<file path="src/rtl/peripheral_pkg.sv">
// Shared constants and types for the memory-mapped peripheral block.
package peripheral_pkg;

   localparam int unsigned DATA_W = 32;
   localparam int unsigned ADDR_W = 32;
   localparam int unsigned LED_W  = 8;
   localparam int unsigned SW_W   = 8;
   localparam int unsigned DIGI_W = 12;
   localparam int unsigned PRE_W  = 16;
   localparam int unsigned OFF_W  = 5;
   localparam int unsigned TCON_W = 3;

   localparam logic [OFF_W-1:0] TH_OFF     = 5'h00;
   localparam logic [OFF_W-1:0] TL_OFF     = 5'h04;
   localparam logic [OFF_W-1:0] TCON_OFF   = 5'h08;
   localparam logic [OFF_W-1:0] LED_OFF    = 5'h0C;
   localparam logic [OFF_W-1:0] SWITCH_OFF = 5'h10;
   localparam logic [OFF_W-1:0] DIGI_OFF   = 5'h14;

   localparam int unsigned TCON_EN = 0;
   localparam int unsigned TCON_IE = 1;
   localparam int unsigned TCON_IS = 2;

   // Decoded write strobes handed from the bus decoder to the timer.
   typedef struct packed {
      logic th;
      logic tl;
      logic tcon;
   } timer_we_t;

endpackage

</file>
<file path="src/rtl/peripheral_bus_if.sv">
// CPU data-side bus as seen by the peripheral block.
interface peripheral_bus_if;
   logic                              rd;
   logic                              wr;
   logic [peripheral_pkg::ADDR_W-1:0] addr;
   logic [peripheral_pkg::DATA_W-1:0] wdata;
   logic [peripheral_pkg::DATA_W-1:0] rdata;

   modport master (output rd, output wr, output addr, output wdata, input rdata);
   modport slave  (input rd, input wr, input addr, input wdata, output rdata);
endinterface

</file>
<file path="src/rtl/peripheral_timer.sv">
// Reloadable 32-bit timer with prescaler, TCON control/status and interrupt.
module peripheral_timer
   import peripheral_pkg::*;
#(
   parameter int unsigned TICK_DIV = 1
) (
   input  logic              clk,
   input  logic              reset,
   input  timer_we_t         we,
   input  logic [DATA_W-1:0] wdata,
   output logic [DATA_W-1:0] th,
   output logic [DATA_W-1:0] tl,
   output logic [TCON_W-1:0] tcon,
   output logic              irqout
);

   localparam logic [PRE_W-1:0] PRE_LAST = PRE_W'(TICK_DIV - 1);

   logic [DATA_W-1:0] th_q, th_d;
   logic [DATA_W-1:0] tl_q, tl_d;
   logic [TCON_W-1:0] tcon_q, tcon_d;
   logic [PRE_W-1:0]  pre_q, pre_d;
   logic              tick, ovf, is_set;

   always_ff @(posedge clk or negedge reset) begin
      if (!reset) begin
         th_q   <= '0;
         tl_q   <= '0;
         tcon_q <= '0;
         pre_q  <= '0;
      end else begin
         th_q   <= th_d;
         tl_q   <= tl_d;
         tcon_q <= tcon_d;
         pre_q  <= pre_d;
      end
   end

   // CPU writes take priority over counting; overflow reloads from the pre-edge TH.
   always_comb begin
      pre_d  = '0;
      tick   = tcon_q[TCON_EN] && (pre_q == PRE_LAST);
      ovf    = tick && (tl_q == '1);
      is_set = ovf && tcon_q[TCON_IE];
      th_d   = th_q;
      tl_d   = tl_q;
      tcon_d = tcon_q;

      if (tcon_q[TCON_EN] && !tick) pre_d = pre_q + PRE_W'(1);

      if (tick) tl_d = ovf ? th_q : tl_q + DATA_W'(1);
      if (we.tl) tl_d = wdata;
      if (we.th) th_d = wdata;

      // A pending overflow status is OR-ed in so a concurrent TCON write cannot drop it.
      if (we.tcon) begin
         tcon_d[TCON_EN] = wdata[TCON_EN];
         tcon_d[TCON_IE] = wdata[TCON_IE];
         tcon_d[TCON_IS] = wdata[TCON_IS] | is_set;
      end else begin
         tcon_d[TCON_IS] = tcon_q[TCON_IS] | is_set;
      end
   end

   assign th     = th_q;
   assign tl     = tl_q;
   assign tcon   = tcon_q;
   assign irqout = tcon_q[TCON_IE] & tcon_q[TCON_IS];

endmodule

</file>
<file path="src/rtl/peripheral_bus.sv">
// Peripheral window: address decode, read mux, LED/DIGI registers, switch sync and timer.
module peripheral_bus
   import peripheral_pkg::*;
#(
   parameter logic [ADDR_W-1:0] BASE_ADDR = 32'h4000_0000,
   parameter int unsigned       TICK_DIV  = 1
) (
   input  logic              clk,
   input  logic              reset,
   peripheral_bus_if.slave   bus,
   input  logic [SW_W-1:0]   switch,
   output logic [LED_W-1:0]  led,
   output logic [DIGI_W-1:0] digi,
   output logic              irqout
);

   logic [ADDR_W-1:0] off;
   logic [OFF_W-1:0]  woff;
   logic              hit, wr_hit;
   timer_we_t         t_we;

   logic [LED_W-1:0]  led_q, led_d;
   logic [DIGI_W-1:0] digi_q, digi_d;
   logic [SW_W-1:0]   sw_meta_q, sw_sync_q;

   logic [DATA_W-1:0] t_th, t_tl;
   logic [TCON_W-1:0] t_tcon;
   logic [DATA_W-1:0] rdata_c;

   // Byte offsets below the base wrap to large values and therefore miss.
   assign off    = bus.addr - BASE_ADDR;
   assign woff   = off[OFF_W-1:0] & 5'b11100;
   assign hit    = (off[ADDR_W-1:OFF_W] == '0) && (woff <= DIGI_OFF);
   assign wr_hit = bus.wr && hit;

   assign t_we.th   = wr_hit && (woff == TH_OFF);
   assign t_we.tl   = wr_hit && (woff == TL_OFF);
   assign t_we.tcon = wr_hit && (woff == TCON_OFF);

   peripheral_timer #(
      .TICK_DIV (TICK_DIV)
   ) u_timer (
      .clk    (clk),
      .reset  (reset),
      .we     (t_we),
      .wdata  (bus.wdata),
      .th     (t_th),
      .tl     (t_tl),
      .tcon   (t_tcon),
      .irqout (irqout)
   );

   always_ff @(posedge clk or negedge reset) begin
      if (!reset) begin
         led_q     <= '0;
         digi_q    <= '0;
         sw_meta_q <= '0;
         sw_sync_q <= '0;
      end else begin
         led_q     <= led_d;
         digi_q    <= digi_d;
         sw_meta_q <= switch;
         sw_sync_q <= sw_meta_q;
      end
   end

   always_comb begin
      led_d  = led_q;
      digi_d = digi_q;
      if (wr_hit && (woff == LED_OFF))  led_d  = bus.wdata[LED_W-1:0];
      if (wr_hit && (woff == DIGI_OFF)) digi_d = bus.wdata[DIGI_W-1:0];
   end

   always_comb begin
      rdata_c = '0;
      if (bus.rd && hit) begin
         case (woff)
            TH_OFF:     rdata_c = t_th;
            TL_OFF:     rdata_c = t_tl;
            TCON_OFF:   rdata_c = DATA_W'(t_tcon);
            LED_OFF:    rdata_c = DATA_W'(led_q);
            SWITCH_OFF: rdata_c = DATA_W'(sw_sync_q);
            DIGI_OFF:   rdata_c = DATA_W'(digi_q);
            default:    rdata_c = '0;
         endcase
      end
   end

   assign bus.rdata = rdata_c;
   assign led       = led_q;
   assign digi      = digi_q;

endmodule

</file>
<file path="src/flat_wrapper.sv">
// flat-port wrapper written by rule: the top's interface ports become plain ports
module peripheral_bus_flat import peripheral_pkg::*;
#(
   parameter logic [ADDR_W-1:0] BASE_ADDR = 32'h4000_0000,
   parameter int unsigned       TICK_DIV  = 1
)
  (clk, reset, switch, led, digi, irqout, bus_rd, bus_wr, bus_addr, bus_wdata, bus_rdata);
  peripheral_bus_if bus_i ();
  input  logic clk;
  input  logic reset;
  input  logic [SW_W-1:0] switch;
  output logic [LED_W-1:0] led;
  output logic [DIGI_W-1:0] digi;
  output logic irqout;
  input wire logic [$bits(bus_i.rd)-1:0] bus_rd;
  input wire logic [$bits(bus_i.wr)-1:0] bus_wr;
  input wire logic [$bits(bus_i.addr)-1:0] bus_addr;
  input wire logic [$bits(bus_i.wdata)-1:0] bus_wdata;
  output wire logic [$bits(bus_i.rdata)-1:0] bus_rdata;
  assign bus_i.rd = bus_rd;
  assign bus_i.wr = bus_wr;
  assign bus_i.addr = bus_addr;
  assign bus_i.wdata = bus_wdata;
  assign bus_rdata = bus_i.rdata;
  peripheral_bus #(.BASE_ADDR(BASE_ADDR), .TICK_DIV(TICK_DIV)) u_core (.clk(clk), .reset(reset), .bus(bus_i), .switch(switch), .led(led), .digi(digi), .irqout(irqout));
endmodule
</file>
<file path="config.mk">
export PLATFORM = sky130hd
export DESIGN_NAME = peripheral_bus_flat
export DESIGN_NICKNAME = d
export VERILOG_FILES = /design/src/rtl/peripheral_pkg.sv /design/src/rtl/peripheral_bus_if.sv /design/src/rtl/peripheral_timer.sv /design/src/rtl/peripheral_bus.sv /design/src/flat_wrapper.sv
export SDC_FILE = /design/constraint.sdc
export NUM_CORES = 1
export LEC_CHECK = 0
export ABC_AREA = 1
export BUFFER_PORTS_ARGS = -buffer_cell sky130_fd_sc_hd__buf_2
export CAP_MARGIN = 20
export CORE_AREA = 5 5 171 107
export CTS_BUF_LIST = sky130_fd_sc_hd__clkbuf_4
export DETAILED_ROUTE_END_ITERATION = 8
export DIE_AREA = 0 0 176 112
export PLACE_DENSITY = 0.66
export SLEW_MARGIN = 20
export SYNTH_ARGS = -nofsm -noshare
export SYNTH_HDL_FRONTEND = slang
export SYNTH_SLANG_ARGS = --single-unit
</file>
<file path="constraint.sdc">
create_clock -name clk -period 5.2 [get_ports clk]
set_input_delay 0.26 -clock clk [delete_from_list [all_inputs] [get_ports clk]]
set_output_delay 0.26 -clock clk [all_outputs]
set_load 0.02 [all_outputs]
</file>
==> results.py, run 1 <==
metrics = {
    "synthesis": {
        "yosysTopAreaCellShare": 0.409,
        "yosysWarnings": 0,
        "synth_cells": 1099,
        "synth_edf_count": 0,
        "synth_area_um2": 7280,
        "syn_avg_cell_area_um2": 6.62,
        "synth_area_leader_cell": "dfrtp_1",
        "synth.most_common_cell": "nand2_1",
        "ys_seq_elements": 119,
        "ys_top_cells_by_count": "nand2_1, nor2_1, dfrtp_1",
        "synth-main-ff-cell": "dfrtp_1",
        "syn-num-nets": 1178,
        "ys_top_cells_by_area": "dfrtp_1, nand2_1, nor2_1",
        "ys_seq_area_frac": 0.409,
        "synth_cell_types": 34,
        "ys_async_sr_fraction": 1.00,
    },
    "worst_setup_path": {
        "crit_required_ps": 4940,
        "crit_type": "in -> out",
        "r2r_cells": 12,
        "cp_max_fo": 22,
        "end_kind": "primary output",
        "startpoint_type": "primary input",
        "critical_path_arrival_ps": 2210,
    },
    "placement": {
        "gp_congestion": 0.929,
        "io_buffer_count": 126,
        "dpl.hpwl_um": 15500,
        "dp.cells": 1410,
    },
    "drt": {
        "dr.pass1.iters": 5,
        "antenna_left": 0,
        "viasPerCell": 5.14,
        "drt_iter0_markers": 846,
        "wl_um": 22300,
        "vias": 7618,
        "wl_per_cell_um": 15.0,
        "drc": 0,
    },
    "global_route": {
        "track_usage": 0.228,
        "grt_max_degree": 65,
        "antenna_found_initial": 0,
        "grt_first_pass_wirelength_um": 36400,
        "grt_pass1_vias": 6981,
        "grt-ovfl-total": 0,
    },
    "floorplanning": {
        "die_h_um": 112,
        "initial_utilization": 0.437,
        "die_area_um2": 19700,
        "core_area_um2": 16700,
        "pin_count": 129,
        "rows": 37,
        "die_w_um": 176,
    },
    "timing": {
        "slew_violations": 0,
        "worstMarginPinSlew_ps": 1050,
        "fin_skew_ps": 31.1,
        "hold_slack_ps": 37.7,
        "min_period_over_period": 0.476,
        "rsz0062_at_grt": "no",
        "max-slew-margin-rel": 0.294,
        "hold_viol": 0,
        "finalSetupTns_ps": 0,
        "finalSetupViolCount": 0,
        "min_period_ps": 2470,
        "fmax_mhz": 404,
    },
    "power_and_ir_drop": {
        "power.leakage_nw": 4.61,
        "ir_drop_mv": 0.143,
        "p_per_area_nw_per_um2": 209,
        "sw_frac_of_total": 0.293,
        "p_seq_frac": 0.508,
        "pwr-share-clk": 0.431,
        "power_switching_w": 0.000538,
        "p_comb_frac": 0.061,
        "p_int_w": 0.00130,
    },
    "clock_tree": {
        "clkTransAtPathRegs_ps": 120,
        "cts_setup_buffers": 0,
        "clockBufferDepth": 2,
        "root_buffer": "clkbuf_4",
        "cts_max_level": 4,
        "cts_sinks": 119,
        "clock_latency_ps": 570,
        "post_cts_resized": 0,
        "hold_buffers": 40,
        "cts_tree": "yes",
        "cts_buffers": 17,
    },
    "finish": {
        "layout.nets": 1334,
        "instances_no_fill": 1482,
        "ff_latch_area_um2": 2980,
        "drive_gt1_frac": 0.155,
        "diodes": 0,
        "fillers": 1645,
        "synthToLayoutAreaGrowth_pct": 20.7,
        "multi_input_area_um2": 3710,
    },
    "job": {
        "drv_cap": 0,
    },
    "outcome": {
        "status": "complete, no violations",
    },
    "min_path": {
        "whs_path_depth": 3,
        "holdCritPathClass": "in -> reg",
    },
}
[registers in the layout, summed over array words and instances, names as in the netlist]
register	cells
u_core.u_timer.th	32
u_core.u_timer.tl	32
u_core.u_timer.pre_q	16
u_core.digi	12
u_core.led	8
u_core.sw_meta_q	8
u_core.sw_sync_q	8
u_core.u_timer.tcon	3
[kinds of logic after synthesis]
kind of cell	Yosys count	synth area share
AO/OA/AOI/OAI	97	0.0706
XOR/XNOR	21	0.0253
adder cells (fa/ha/maj)	3	0.00516
buffers and inverters	146	0.0813
flip-flops	119	0.409
AND/OR/NAND/NOR	713	0.409
[cell type report]
cell class	count	area share
multi-input combinational	834	0.423
sequential	119	0.339
timing repair buffer	172	0.123
inverter	111	0.0474
clock inverter	15	0.0233
clock buffer	17	0.0145
tap	214	0.0305
[stage by stage]
stage	total power, W	util	cell area, um^2	setup slack, ps
after global placement	0.00104	0.483	8050	2510
after global routing	0.00190	0.527	8790	2570
after CTS	0.00185	0.527	8780	2720
final	0.00184	0.527	8790	2730
after detailed placement	0.00104	0.483	8050	2480
after floorplan	0.000973	-	7280	3480
[worst paths after layout]
| path | start | end | slack, ps |
|---|---|---|---|
| max | bus_addr[4] | bus_rdata[11] | 2730 |
| min | bus_wdata[30] | u_core.u_timer.th[30] | 40 |
| max reg2reg | u_core.u_timer.pre_q[0] | u_core.u_timer.tl[5] | 2840 |
| min reg2reg | u_core.sw_meta_q[3] | u_core.sw_sync_q[3] | 340 |
| max in group asynchronous | reset | u_core.u_timer.tl[14] | 3610 |
| min in group asynchronous | reset | u_core.u_timer.pre_q[8] | 310 |
[metal layers]
metal | track usage | vias to the layer above | wire length, um
met5 | 0 | - | 0
met4 | 0.0530 | 0 | 222
met3 | 0.0451 | 20 | 2000
met2 | 0.327 | 325 | 8900
met1 | 0.354 | 3515 | 11200
li1 | - | 3758 | -
[worst max-delay path, stage by stage]
cell and delay [ps]:
buf_2 120, nand2_1 150, inv_1 60, nor2_1 90, nand2_1 60, nor2_1 250, nand2_1 370, buf_4 370
a31oi_1 250, buf_2 210
[power by group through the flow]
stage                      logic, W  registers (W)  clock network, W
after floorplan           0.0000227       0.000951                 0
after global placement    0.0000877       0.000951                 0
after detailed placement  0.0000883       0.000951                 0
after CTS                  0.000112       0.000933          0.000806
after global routing       0.000127       0.000934          0.000843
final                      0.000112       0.000933          0.000791
[cell usage in the layout, fill, tap and decap left out, types with 3 or more instances in the layout]
cell type / n
a21oi_1: 36
dlygate4sd3_1: 40
a31oi_1: 7
nand3b_1: 10
nor4_1: 4
inv_2: 4
buf_2: 125
inv_6: 3
nand2_2: 3
ha_1: 3
nand2_1: 434
xnor2_1: 8
nor2_1: 130
nor2_2: 17
clkbuf_4: 17
nand4_1: 5
xor2_1: 13
o21ai_0: 48
dfrtp_1: 119
inv_1: 94
clkinv_1: 13
inv_8: 7
buf_4: 7
nand3_1: 89
nor3_1: 10
(Power assumes the default switching activity.)
==> inputs of run 2 (changes only) <==
clock period = 2.6 ns   (was 5.2 ns; I/O delays follow)
==> run 2 against run 1 <==
Against the previous run: sequential power increased by 100%; non-clock buffer count increased by 15; largest cell class unchanged; worst hold slack improved by 17 ps; combinational power increased by 100%; first-iteration DRC count decreased by 9.9%; global-route usage increased by 0.23 points; wire length about the same; power increased by 93%; clock skew decreased by 7.5 ps; critical path depth increased by 3; critical path type is now reg -> reg.
==> results.py, run 2 (synthesis gave the netlist of run 1 again) <==
metrics = {
    "outcome": {
        "status": "complete, no violations",
    },
    "finish": {
        "final_cell_mix": "nand2_1, nor2_1, buf_2",
        "multi_input_area_um2": 3710,
        "drive_gt1_frac": 0.162,
        "instances_no_fill": 1497,
        "diodes": 0,
        "layout_commonest_cell": "nand2_1",
        "fillers": 1653,
        "synthToLayoutAreaGrowth_pct": 22.3,
        "layout.nets": 1349,
        "final_core_util": 0.534,
        "ff_latch_area_um2": 2980,
    },
    "min_path": {
        "holdCritPathClass": "in -> reg",
        "hold_end": "u_core.u_timer.tcon[0]",
        "hold_path_startpoint": "bus_addr[4]",
        "whs_path_depth": 4,
    },
    "global_route": {
        "grt_first_pass_wirelength_um": 36800,
        "track_usage": 0.231,
        "grt-ovfl-total": 0,
        "antenna_found_initial": 0,
        "grt_max_degree": 45,
        "grt_pass1_vias": 7124,
    },
    "placement": {
        "dp.cells": 1422,
        "io_buffer_count": 126,
        "gp_congestion": 0.963,
        "dpl.hpwl_um": 16300,
        "post-place-ws_ps": 456,
    },
    "timing": {
        "fin_skew_ps": 23.7,
        "finalSetupTns_ps": 0,
        "min_period_over_period": 0.834,
        "finalSetupViolCount": 0,
        "slew_violations": 0,
        "hold_viol": 0,
        "fmax_mhz": 461,
        "setup_ws_ps": 431,
        "max-slew-margin-rel": 0.506,
        "min_period_ps": 2170,
        "rsz0062_at_grt": "no",
        "worstMarginPinSlew_ps": 739,
    },
    "clock_tree": {
        "clockBufferDepth": 2,
        "hold_buffers": 43,
        "clock_latency_ps": 580,
        "cts_sinks": 119,
        "cts_max_level": 4,
        "post_cts_resized": 0,
        "cts_buffers": 17,
        "root_buffer": "clkbuf_4",
        "cts_setup_buffers": 0,
        "cts_tree": "yes",
        "clkTransAtPathRegs_ps": 150,
    },
    "worst_setup_path": {
        "cp_max_fo": 35,
        "critical_path_arrival_ps": 2640,
        "cp_cell_sequence": "inv_1 > ha_1 > inv_1 > nor2_1 > nand2_1 > nor2_2 > nand3_2 > nor2_4 > nand2_4 > nor2_2 > nor2_1 > nand2_1 > nand2_1",
        "timing.rr.start": "u_core.u_timer.pre_q[0]",
        "r2r_cells": 13,
        "cp_slowest_cell": "dfrtp_1",
        "startpoint_type": "register",
        "crit_required_ps": 3070,
        "crit_path_max_incr_delay_ps": 440,
        "crit_type": "reg -> reg",
        "end_kind": "register",
        "rrSetupSlack_ps": 430,
        "rr_endpoint": "u_core.u_timer.tl[27]",
        "crit_start": "u_core.u_timer.pre_q[0]",
        "crit_top_cell": "nand2_1",
    },
    "floorplanning": {
        "rows": 37,
        "die_h_um": 112,
        "core_area_um2": 16700,
        "die_area_um2": 19700,
        "pin_count": 129,
        "die_w_um": 176,
        "initial_utilization": 0.437,
    },
    "drt": {
        "drc": 0,
        "viasPerCell": 5.05,
        "drt_iter0_markers": 762,
        "wl_per_cell_um": 14.9,
        "vias": 7566,
        "dr.pass1.iters": 5,
        "antenna_left": 0,
        "wl_um": 22300,
    },
    "power_and_ir_drop": {
        "power.leakage_nw": 4.68,
        "ir_drop_mv": 0.197,
        "p_per_area_nw_per_um2": 397,
    },
    "job": {
        "drv_cap": 0,
    },
}
==> run 2: cell count changes in the layout (fill, tap and decap cells not counted), moves of 2 or more <==
cell | previous run | this run
clkinv_8 | 2 | 4
buf_12 | 0 | 2
bufinv_16 | 2 | 0
dlygate4sd3_1 | 40 | 43
buf_4 | 7 | 17
==> run 2: per-layer routing <==
| metal | vias to the layer above | part of all wire | GRT usage |
|---|---|---|---|
| met5 | - | 0 | 0 |
| li1 | 3791 | - | - |
| met2 | 302 | 0.40 | 0.330 |
| met3 | 26 | 0.086 | 0.0373 |
| met4 | 0 | 0.011 | 0.0613 |
| met1 | 3447 | 0.50 | 0.360 |
==> run 2: metrics by stage <==
| step | hold slack [ps] | power [W] | instance area, um^2 |
|---|---|---|---|
| after floorplan | -166 | 0.00195 | 7280 |
| after global placement | 170 | 0.00208 | 8170 |
| after detailed placement | 168 | 0.00208 | 8170 |
| after CTS | 19.4 | 0.00356 | 8900 |
| after global routing | 136 | 0.00366 | 8900 |
| final | 54.7 | 0.00354 | 8900 |
==> run 2: cell type report <==
cell class / count / share of cell area
Inverter: 111 / 0.0468
Tap cell: 214 / 0.0301
Clock buffer: 17 / 0.0143
Clock inverter: 15 / 0.0200
Multi-Input combinational cell: 834 / 0.417
Sequential cell: 119 / 0.335
Timing Repair Buffer: 187 / 0.137
==> run 2: where the power goes <==
part,internal [W],switching (W)
combinational,0.000101,0.000128
clock,0.000458,0.000984
sequential,0.00186,0.00000306
total,0.00242,0.00111
==> run 2: how the worst max path moves through the flow <==
stage / end / slack [ps] / cells past startpoint
after floorplan: u_core.u_timer.tl[15] / 880 / 14
after global placement: u_core.u_timer.tl[13] / 500 / 13
after detailed placement: u_core.u_timer.tl[3] / 460 / 13
after CTS: u_core.u_timer.tl[27] / 420 / 13
after global routing: u_core.u_timer.tl[10] / 130 / 13
final: u_core.u_timer.tl[27] / 430 / 13
==> run 2: worst max-delay path, delay by kind of cell, from the launching register on <==
family,cells,cell delay (ps)
AND/OR/NAND/NOR,10,1340
flip-flops,1,440
adder cells (fa/ha/maj),1,160
buffers and inverters,2,110
